`config.mk`:
```
export PLATFORM = sky130hd
export DESIGN_NAME = mpeg_video_header_parser
export DESIGN_NICKNAME = d
export VERILOG_FILES = /design/src/rtl/mpeg_video_header_parser.sv
export SDC_FILE = /design/constraint.sdc
export NUM_CORES = 1
export LEC_CHECK = 0
export CAP_MARGIN = 20
export CORE_AREA = 3 3 113 196
export DETAILED_ROUTE_END_ITERATION = 10
export DIE_AREA = 0 0 116 199
export PLACE_DENSITY = 0.76
export SETUP_SLACK_MARGIN = 0.02
export SLEW_MARGIN = 40
export SYNTH_ARGS = -nofsm -noshare
export SYNTH_HDL_FRONTEND = slang
export SYNTH_SLANG_ARGS = --single-unit
```
`constraint.sdc`:
```
create_clock -name clk -period 5.47 [get_ports clk]
set_input_delay 1.094 -clock clk [delete_from_list [all_inputs] [get_ports clk]]
set_output_delay 1.094 -clock clk [all_outputs]
set_load 0.02 [all_outputs]
```
`src/rtl/mpeg_video_header_parser.sv`:
```
// rtl/mpeg_video_header_parser.sv - byte-serial MPEG-1 video header parser with event FIFO
//
// Purpose:
//   Finds 00 00 01 xx start codes in an MPEG-1 video elementary stream.
//   Decodes sequence, GOP and picture headers into events.
//   Events are queued in a show-ahead FIFO with a valid/ready handshake.
//
// Optional feature macro: MPEG_HDR_SLICE_EVT_EN
//   When defined, slice start codes (01..AF) push SLICE events.
//
// Ports:
//   clk, reset             clock, asynchronous active-high reset
//   mpeg_data, data_valid  input byte stream (no backpressure)
//   evt_valid, evt_ready   event FIFO head handshake
//   evt_type, evt_payload  head entry: 0 SEQ, 1 GOP, 2 PIC, 3 SLICE
//   seq_hsize/vsize/rate   last decoded sequence header fields
//   timecode               last GOP timecode {0, drop, hours, min, sec, pic}
//   overflow               sticky flag: an event was dropped because the FIFO was full
module mpeg_video_header_parser #(
  parameter int EVT_DEPTH = 4,
  parameter int PIC_CNT_W = 10
) (
  input  logic        clk,
  input  logic        reset,
  input  logic [7:0]  mpeg_data,
  input  logic        data_valid,
  output logic        evt_valid,
  input  logic        evt_ready,
  output logic [1:0]  evt_type,
  output logic [31:0] evt_payload,
  output logic [11:0] seq_hsize,
  output logic [11:0] seq_vsize,
  output logic [3:0]  seq_rate,
  output logic [24:0] timecode,
  output logic        overflow
);

  localparam int AW = (EVT_DEPTH > 1) ? $clog2(EVT_DEPTH) : 1;

  typedef enum logic [3:0] {
    S_IDLE, S_Z1, S_Z2, S_CODE,
    S_SEQ0, S_SEQ1, S_SEQ2, S_SEQ3,
    S_GOP0, S_GOP1, S_GOP2, S_GOP3,
    S_PIC0, S_PIC1
  } state_t;

  state_t               r_state;
  logic [7:0]           r_b0;
  logic [7:0]           r_b1;
  logic [7:0]           r_b2;
  logic [PIC_CNT_W-1:0] r_pic_cnt;
  logic [11:0]          r_seq_hsize;
  logic [11:0]          r_seq_vsize;
  logic [3:0]           r_seq_rate;
  logic [24:0]          r_timecode;

  logic                 w_push;
  logic [1:0]           w_push_type;
  logic [31:0]          w_push_payload;
  logic [31:0]          w_pic_payload;

  // Picture payload is {zero-pad, pic_cnt, ptype, tref}; PIC_CNT_W must stay <= 19.
  assign w_pic_payload = 32'({r_pic_cnt, mpeg_data[5:3], r_b0, mpeg_data[7:6]});

  // Event generation on the final byte of each header.
  always_comb begin
    w_push         = 1'b0;
    w_push_type    = 2'd0;
    w_push_payload = 32'd0;
    if (data_valid) begin
      case (r_state)
        S_SEQ3: begin
          // {hsize, vsize, aspect, rate} is exactly the four header bytes in order.
          w_push         = 1'b1;
          w_push_type    = 2'd0;
          w_push_payload = {r_b0, r_b1, r_b2, mpeg_data};
        end
        S_GOP3: begin
          // Drop the marker bit b1[3]; the remaining bits pack contiguously.
          w_push         = 1'b1;
          w_push_type    = 2'd1;
          w_push_payload = {6'd0, r_b0, r_b1[7:4], r_b1[2:0], r_b2, mpeg_data[7:5]};
        end
        S_PIC1: begin
          w_push         = 1'b1;
          w_push_type    = 2'd2;
          w_push_payload = w_pic_payload;
        end
`ifdef MPEG_HDR_SLICE_EVT_EN
        S_CODE: begin
          if (mpeg_data >= 8'h01 && mpeg_data <= 8'hAF) begin
            w_push         = 1'b1;
            w_push_type    = 2'd3;
            w_push_payload = {24'd0, mpeg_data};
          end
        end
`endif
        default: begin
        end
      endcase
    end
  end

  // Start-code / header FSM.
  always_ff @(posedge clk or posedge reset) begin
    if (reset) begin
      r_state     <= S_IDLE;
      r_b0        <= 8'd0;
      r_b1        <= 8'd0;
      r_b2        <= 8'd0;
      r_pic_cnt   <= '0;
      r_seq_hsize <= 12'd0;
      r_seq_vsize <= 12'd0;
      r_seq_rate  <= 4'd0;
      r_timecode  <= 25'd0;
    end else if (data_valid) begin
      case (r_state)
        S_IDLE: r_state <= (mpeg_data == 8'h00) ? S_Z1 : S_IDLE;
        S_Z1:   r_state <= (mpeg_data == 8'h00) ? S_Z2 : S_IDLE;
        S_Z2: begin
          if (mpeg_data == 8'h00)      r_state <= S_Z2;
          else if (mpeg_data == 8'h01) r_state <= S_CODE;
          else                         r_state <= S_IDLE;
        end
        S_CODE: begin
          case (mpeg_data)
            8'hB3:   r_state <= S_SEQ0;
            8'hB8:   r_state <= S_GOP0;
            8'h00:   r_state <= S_PIC0;
            default: r_state <= S_IDLE;
          endcase
        end
        S_SEQ0: begin r_b0 <= mpeg_data; r_state <= S_SEQ1; end
        S_SEQ1: begin r_b1 <= mpeg_data; r_state <= S_SEQ2; end
        S_SEQ2: begin r_b2 <= mpeg_data; r_state <= S_SEQ3; end
        S_SEQ3: begin
          r_seq_hsize <= {r_b0, r_b1[7:4]};
          r_seq_vsize <= {r_b1[3:0], r_b2};
          r_seq_rate  <= mpeg_data[3:0];
          r_state     <= S_IDLE;
        end
        S_GOP0: begin r_b0 <= mpeg_data; r_state <= S_GOP1; end
        S_GOP1: begin r_b1 <= mpeg_data; r_state <= S_GOP2; end
        S_GOP2: begin r_b2 <= mpeg_data; r_state <= S_GOP3; end
        S_GOP3: begin
          r_timecode <= {1'b0, r_b0, r_b1[7:4], r_b1[2:0], r_b2, mpeg_data[7]};
          r_pic_cnt  <= '0;
          r_state    <= S_IDLE;
        end
        S_PIC0: begin r_b0 <= mpeg_data; r_state <= S_PIC1; end
        S_PIC1: begin
          // Counts pictures even when the event itself is dropped on overflow.
          if (r_pic_cnt != '1) r_pic_cnt <= r_pic_cnt + PIC_CNT_W'(1);
          r_state <= S_IDLE;
        end
        default: r_state <= S_IDLE;
      endcase
    end
  end

  assign seq_hsize = r_seq_hsize;
  assign seq_vsize = r_seq_vsize;
  assign seq_rate  = r_seq_rate;
  assign timecode  = r_timecode;

  // Event FIFO: storage plus a registered copy of the head entry.
  logic [33:0]   r_mem [EVT_DEPTH];
  logic [AW-1:0] r_wr_ptr;
  logic [AW-1:0] r_rd_ptr;
  logic [AW:0]   r_count;
  logic          r_overflow;
  logic [1:0]    r_evt_type;
  logic [31:0]   r_evt_payload;

  logic          w_full;
  logic          w_pop;
  logic          w_push_ok;
  logic [AW-1:0] w_rd_next;

  assign w_full    = (r_count == (AW+1)'(EVT_DEPTH));
  assign w_pop     = (r_count != '0) && evt_ready;
  assign w_push_ok = w_push && (!w_full || w_pop);
  assign w_rd_next = r_rd_ptr + AW'(1);

  always_ff @(posedge clk) begin
    if (w_push_ok) r_mem[r_wr_ptr] <= {w_push_type, w_push_payload};
  end

  always_ff @(posedge clk or posedge reset) begin
    if (reset) begin
      r_wr_ptr      <= '0;
      r_rd_ptr      <= '0;
      r_count       <= '0;
      r_overflow    <= 1'b0;
      r_evt_type    <= 2'd0;
      r_evt_payload <= 32'd0;
    end else begin
      if (w_push_ok) r_wr_ptr <= r_wr_ptr + AW'(1);
      if (w_pop)     r_rd_ptr <= w_rd_next;
      if (w_push_ok && !w_pop)      r_count <= r_count + (AW+1)'(1);
      else if (!w_push_ok && w_pop) r_count <= r_count - (AW+1)'(1);
      if (w_push && !w_push_ok) r_overflow <= 1'b1;

      // Head register: load the entry that will be at the head next cycle;
      // when the FIFO drains it keeps the last head value.
      if (r_count == '0) begin
        if (w_push_ok) begin
          r_evt_type    <= w_push_type;
          r_evt_payload <= w_push_payload;
        end
      end else if (w_pop) begin
        if (r_count == (AW+1)'(1)) begin
          if (w_push_ok) begin
            r_evt_type    <= w_push_type;
            r_evt_payload <= w_push_payload;
          end
        end else begin
          r_evt_type    <= r_mem[w_rd_next][33:32];
          r_evt_payload <= r_mem[w_rd_next][31:0];
        end
      end
    end
  end

  assign evt_valid   = (r_count != '0);
  assign evt_type    = r_evt_type;
  assign evt_payload = r_evt_payload;
  assign overflow    = r_overflow;

endmodule

```
# After elaboration in Yosys (flattened, before gate mapping)
# Memories as Yosys holds them, arrays and structs flattened.
# Index checks and enable logic that the tools add are counted.
totals:
  output_inout_bits: 89
  ff_bits: 132
  ramBits: 136
  wordCells: 93
  inputBits: 12
  n_memories: 1
op_classes:
  n_mux: 26
  n_reduce_logical: 26
  n_addsub: 5
  eq_ne: 20
memory_table:
  columns: ["memory", "words", "width", "read_ports", "rd_clocked_by_memory_dff", "write_ports", "line_no", "text"]
  rows:
  - ["r_mem", 4, 34, 1, 0, 1, "167", "logic [33:0] r_mem [EVT_DEPTH];"]
op_table:
  columns: ["op", "n"]
  rows:
  - ["$mux 32", 5]
  - ["$pmux 32 s3", 1]
  - ["$pmux 4 s11", 1]
  - ["$eq 4x4->1 const B", 6]
  - ["$pmux 10 s2", 1]
  - ["$eq 4x3->1 const B", 4]
  - ["$eq 8x8->1 const B", 2]
  - ["$mux 2", 8]
  - ["$pmux 4 s3", 1]
  - ["$add 10x1->10 const B", 1]
  - ["$mux 10", 1]
  - ["$ne 10x10->1 const B", 1]
  - ["$reduce_and 2->1", 5]
  - ["$eq 4x2->1 const B", 2]
  - ["$eq 8x1->1 const B", 1]
  - ["$logic_not 8->1", 1]
  - ["$mux 3", 2]
  - ["$reduce_bool 2->1", 3]
  - ["$reduce_or 3->1", 2]
  - ["$logic_and 1x1->1", 5]
  - ["$mux 1", 5]
  - ["$add 2x1->2 const B", 2]
  - ["$eq 4x1->1 const B", 1]
  - ["$logic_not 4->1", 1]
  - ["12 further kinds", 15]

# Longest topological paths before layout
logic_depth:
  ltp_word: 9
  ltp_mapped: 8
  depth_no_buf: 8

# Worst setup path after synthesis
# Ideal clock, no wire load.
synth_timing:
  path_type: "input port to flip-flop"
  start: "input data_valid"
  end: "memory r_mem[0][0] (enable)"
  t_required_ps: 5076
  t_arrival_ps: 2579
  setup_time_ps: 394
  path_buffers: 1
  cell_stages: 4
  path_slack_ps: 2497
  path_cell_list: "buf_2 > nand3_2 > a21oi_2 > and2_1"
synth_via:
  elab_chain_len: 4
synth_rtl:
  columns: ["item", "line_no", "text"]
  rows:
  - ["from (decl)", "26", "input logic data_valid,"]
  - ["$mux 1", "70", "if (data_valid) begin"]
  - ["$logic_and 1x1->1", "182", "assign w_push_ok = w_push && (!w_full || w_pop);"]
  - ["$mux 1", "186", "if (w_push_ok) r_mem[r_wr_ptr] <= {w_push_type, w_push_payload};"]
  - ["$mux 1 (implied by the code)", "186", null]
  - ["to (decl)", "167", null]
# No other way between the ends.

# Final worst setup path
layout_timing:
  start: "register r_count[0]"
  end: "output evt_valid"
layout_via:
  elab_chain_len: 1
layout_rtl:
  columns: ["item", "line_no", "text"]
  rows:
  - ["from (decl)", "170", "logic [AW:0] r_count;"]
  - ["from (signal assigned)", "200", "if (w_push_ok && !w_pop) r_count <= r_count + (AW+1)'(1);"]
  - ["from (signal assigned)", "201", "else if (!w_push_ok && w_pop) r_count <= r_count - (AW+1)'(1);"]
  - ["$reduce_bool 3->1", "225", "assign evt_valid = (r_count != '0);"]
  - ["to (decl)", "27", "output logic evt_valid,"]
# No other way between the ends.

==> impl_metrics.ini <==
[sta]
final-max-slew-violation-count = 0
clock.fmax_mhz = 310
clock_skew_ns = 0.0244
fin_tns_setup_ns = 0
slew_headroom_pct = 50.2
worst_slew_pin_slew_ns = 0.743
rsz0062_at_grt = no
post-route-min-period_ns = 3.23
finalSetupViolations = 0
finalHoldViolCount = 0
setup_slack_ns = 2.24
period_share_pct = 59.0

[placement]
place_congestion = 0.889
io_buffers = 99
pre_cts_ws_ns = 1.86
placed_area_mm2 = 0.0126
hpwl_mm = 17.5

[final_layout]
multiInputGateArea_mm2 = 0.00377
area_delta_synth_final_pct = 16.2
final_util_pct = 64.0
drive_gt1_share_pct = 17.5
diodes = 0
nFillCells = 1560
num-nets-final = 925
final_area_mm2 = 0.0133
register_area_mm2 = 0.00739

[yosys]
synth_area_leaders = edfxtp_1, dfrtp_1, mux4_2
synthArstFlopShare_pct = 49.3
synth_top_area_share_pct = 35.6
synth_top_flop_cell = edfxtp_1
ys_warn_count = 0
synth_top_area_cell = edfxtp_1
yosysSeqAreaShare_pct = 64.3
syn-num-nets = 842
synthCells = 820
synth_commonest_cells = edfxtp_1, dfrtp_1, nand2_1
synth_cell_type_count = 68
synthesis.area_mm2 = 0.0115
syn_avg_cell_area_um2 = 14.0
synth_most_common_cell = edfxtp_1
synth_seq_cells = 268
synth_edf_count = 136

[critical_path]
critical_path_class = reg2out
crit_required_ns = 4.38
crit_buf_inv = 2
cpMaxStageDelayCell = clkdlybuf4s50_1
worstPathMaxFanout = 5
path_delay_family = buffers and inverters
crit_arrival_ns = 2.13
crit_path_end_kind = primary output
worstSetupStartpointType = register
cpPeakStageDelay_ns = 0.67
crit_chain = inv_1, ha_1, nand2b_1, clkdlybuf4s50_1

[route]
wl_mm = 26.6
drt_iter0_markers = 559
routed_via_density = 6.13
routed-via-count = 7181
ant_nets = 0
dr.pass1.iters = 5
wl_per_cell_um = 22.7
drcViolationCount = 0

[grt]
grt_pass1_vias = 7437
antenna_found_initial = 0
grt_overflow = 0
grt_max_degree = 61
grt_use_total_pct = 23.4
grt_pass1_wl_mm = 41.3

[clock_network]
cts_root_buffer = clkbuf_16
clkSinkCount = 268
path_clk_slew_ns = 0.07
h-tree-depth = 1
insertion_delay_ns = 0.53
cts_buffers = 23
cts_buffer_depth = 3
cts.repair.resized = 0
post_cts_buffers = 0
cts_tree = yes
hold_buffers = 0

[floorplanning]
die_w_um = 116
rows = 70
start_util_pct = 55.1
die-area_mm2 = 0.0231
die_y_um = 199
num_io_pins = 101
core_area_mm2 = 0.0208

[power]
irDropWorstVdd_v = 0.000223
powerDensity_mw_per_mm2 = 280
p_leak_nw = 5.16
p_total_mw = 3.74

[run]
cap_viol_max_count = 0

[status]
status = finished, final reports clean

[worst_hold_path]
hp-class = reg2reg
## path summary, 6_finish.rpt
| path | from | to | slack (ns) | depth (start not counted) |
|---|---|---|---|---|
| hold reg to reg | seq_hsize[6] | seq_hsize[6] | 0.48 | 1 |
| max in group asynchronous | reset | evt_payload[15] | 3.45 | 3 |
| hold / removal | seq_hsize[6] | seq_hsize[6] | 0.48 | 1 |
| setup reg to reg | r_state[2] | r_mem[3][27] | 2.77 | 5 |
| min in group asynchronous | reset | r_state[1] | 1.01 | 2 |
| setup / recovery | r_count[0] | evt_valid | 2.24 | 4 |
## area by class of cell
class / instances / share of cell area [%]
clock buffer: 35 / 4.87
tap: 252 / 2.36
clock inverter: 7 / 0.478
multi-input combinational: 483 / 28.2
inverter: 13 / 0.403
sequential: 268 / 55.4
timing repair buffer: 114 / 8.27
## per-layer routing
metal	track usage (%)	routed length [µm]	vias to the layer above
met5	0	0	-
met2	39.6	13700	252
met1	30.7	10400	3659
li1	-	-	3214
met3	4.08	1590	56
met4	8.00	884	0
## cell usage in the layout (no fill, tap or decap), types with 22 or more instances in the layout
cell type        count
a21oi_1             38
clkbuf_16           23
a22oi_1             22
clkdlybuf4s50_1     99
nand2_1            104
mux4_2              34
mux2_2              52
edfxtp_1           136
nor2_1              39
dfrtp_1            130
## logic make-up after synthesis
| kind of cell | count (synthesis) | synth area share (%) |
|---|---|---|
| flops | 268 | 64.3 |
| mux | 89 | 12.0 |
| other cells | 1 | 0.0327 |
| buf+inv | 69 | 3.00 |
| xor+xnor | 10 | 0.763 |
| simple gates | 215 | 9.02 |
| fa+ha+maj | 11 | 1.18 |
| compound gates | 157 | 9.64 |
## flip-flops by register name (all words and copies together), names as in the netlist, 4 cells and up
register and cells:
timecode 24, r_b2 8, r_state 4, evt_payload 32, r_b0 8, seq_rate 4, seq_vsize 12, r_mem 136
seq_hsize 12, r_pic_cnt 10, r_b1 8
## power breakdown
| part | leakage, nW | total (mW) | internal, mW | switching [mW] |
|---|---|---|---|---|
| Clock | 0.345 | 1.59 | 0.871 | 0.715 |
| Sequential | 2.90 | 2.11 | 2.10 | 0.00109 |
| Combinational | 1.92 | 0.0501 | 0.0132 | 0.0369 |
## per-stage QoR
stage	hold slack, ns	cells
2_1_floorplan	0.458	820
3_3_place_gp	0.450	1129
3_5_place_dp	0.463	1129
4_1_cts	0.484	1171
5_1_grt	0.495	1172
6_report	0.482	1172
Power figures use the tool's default switching activity.
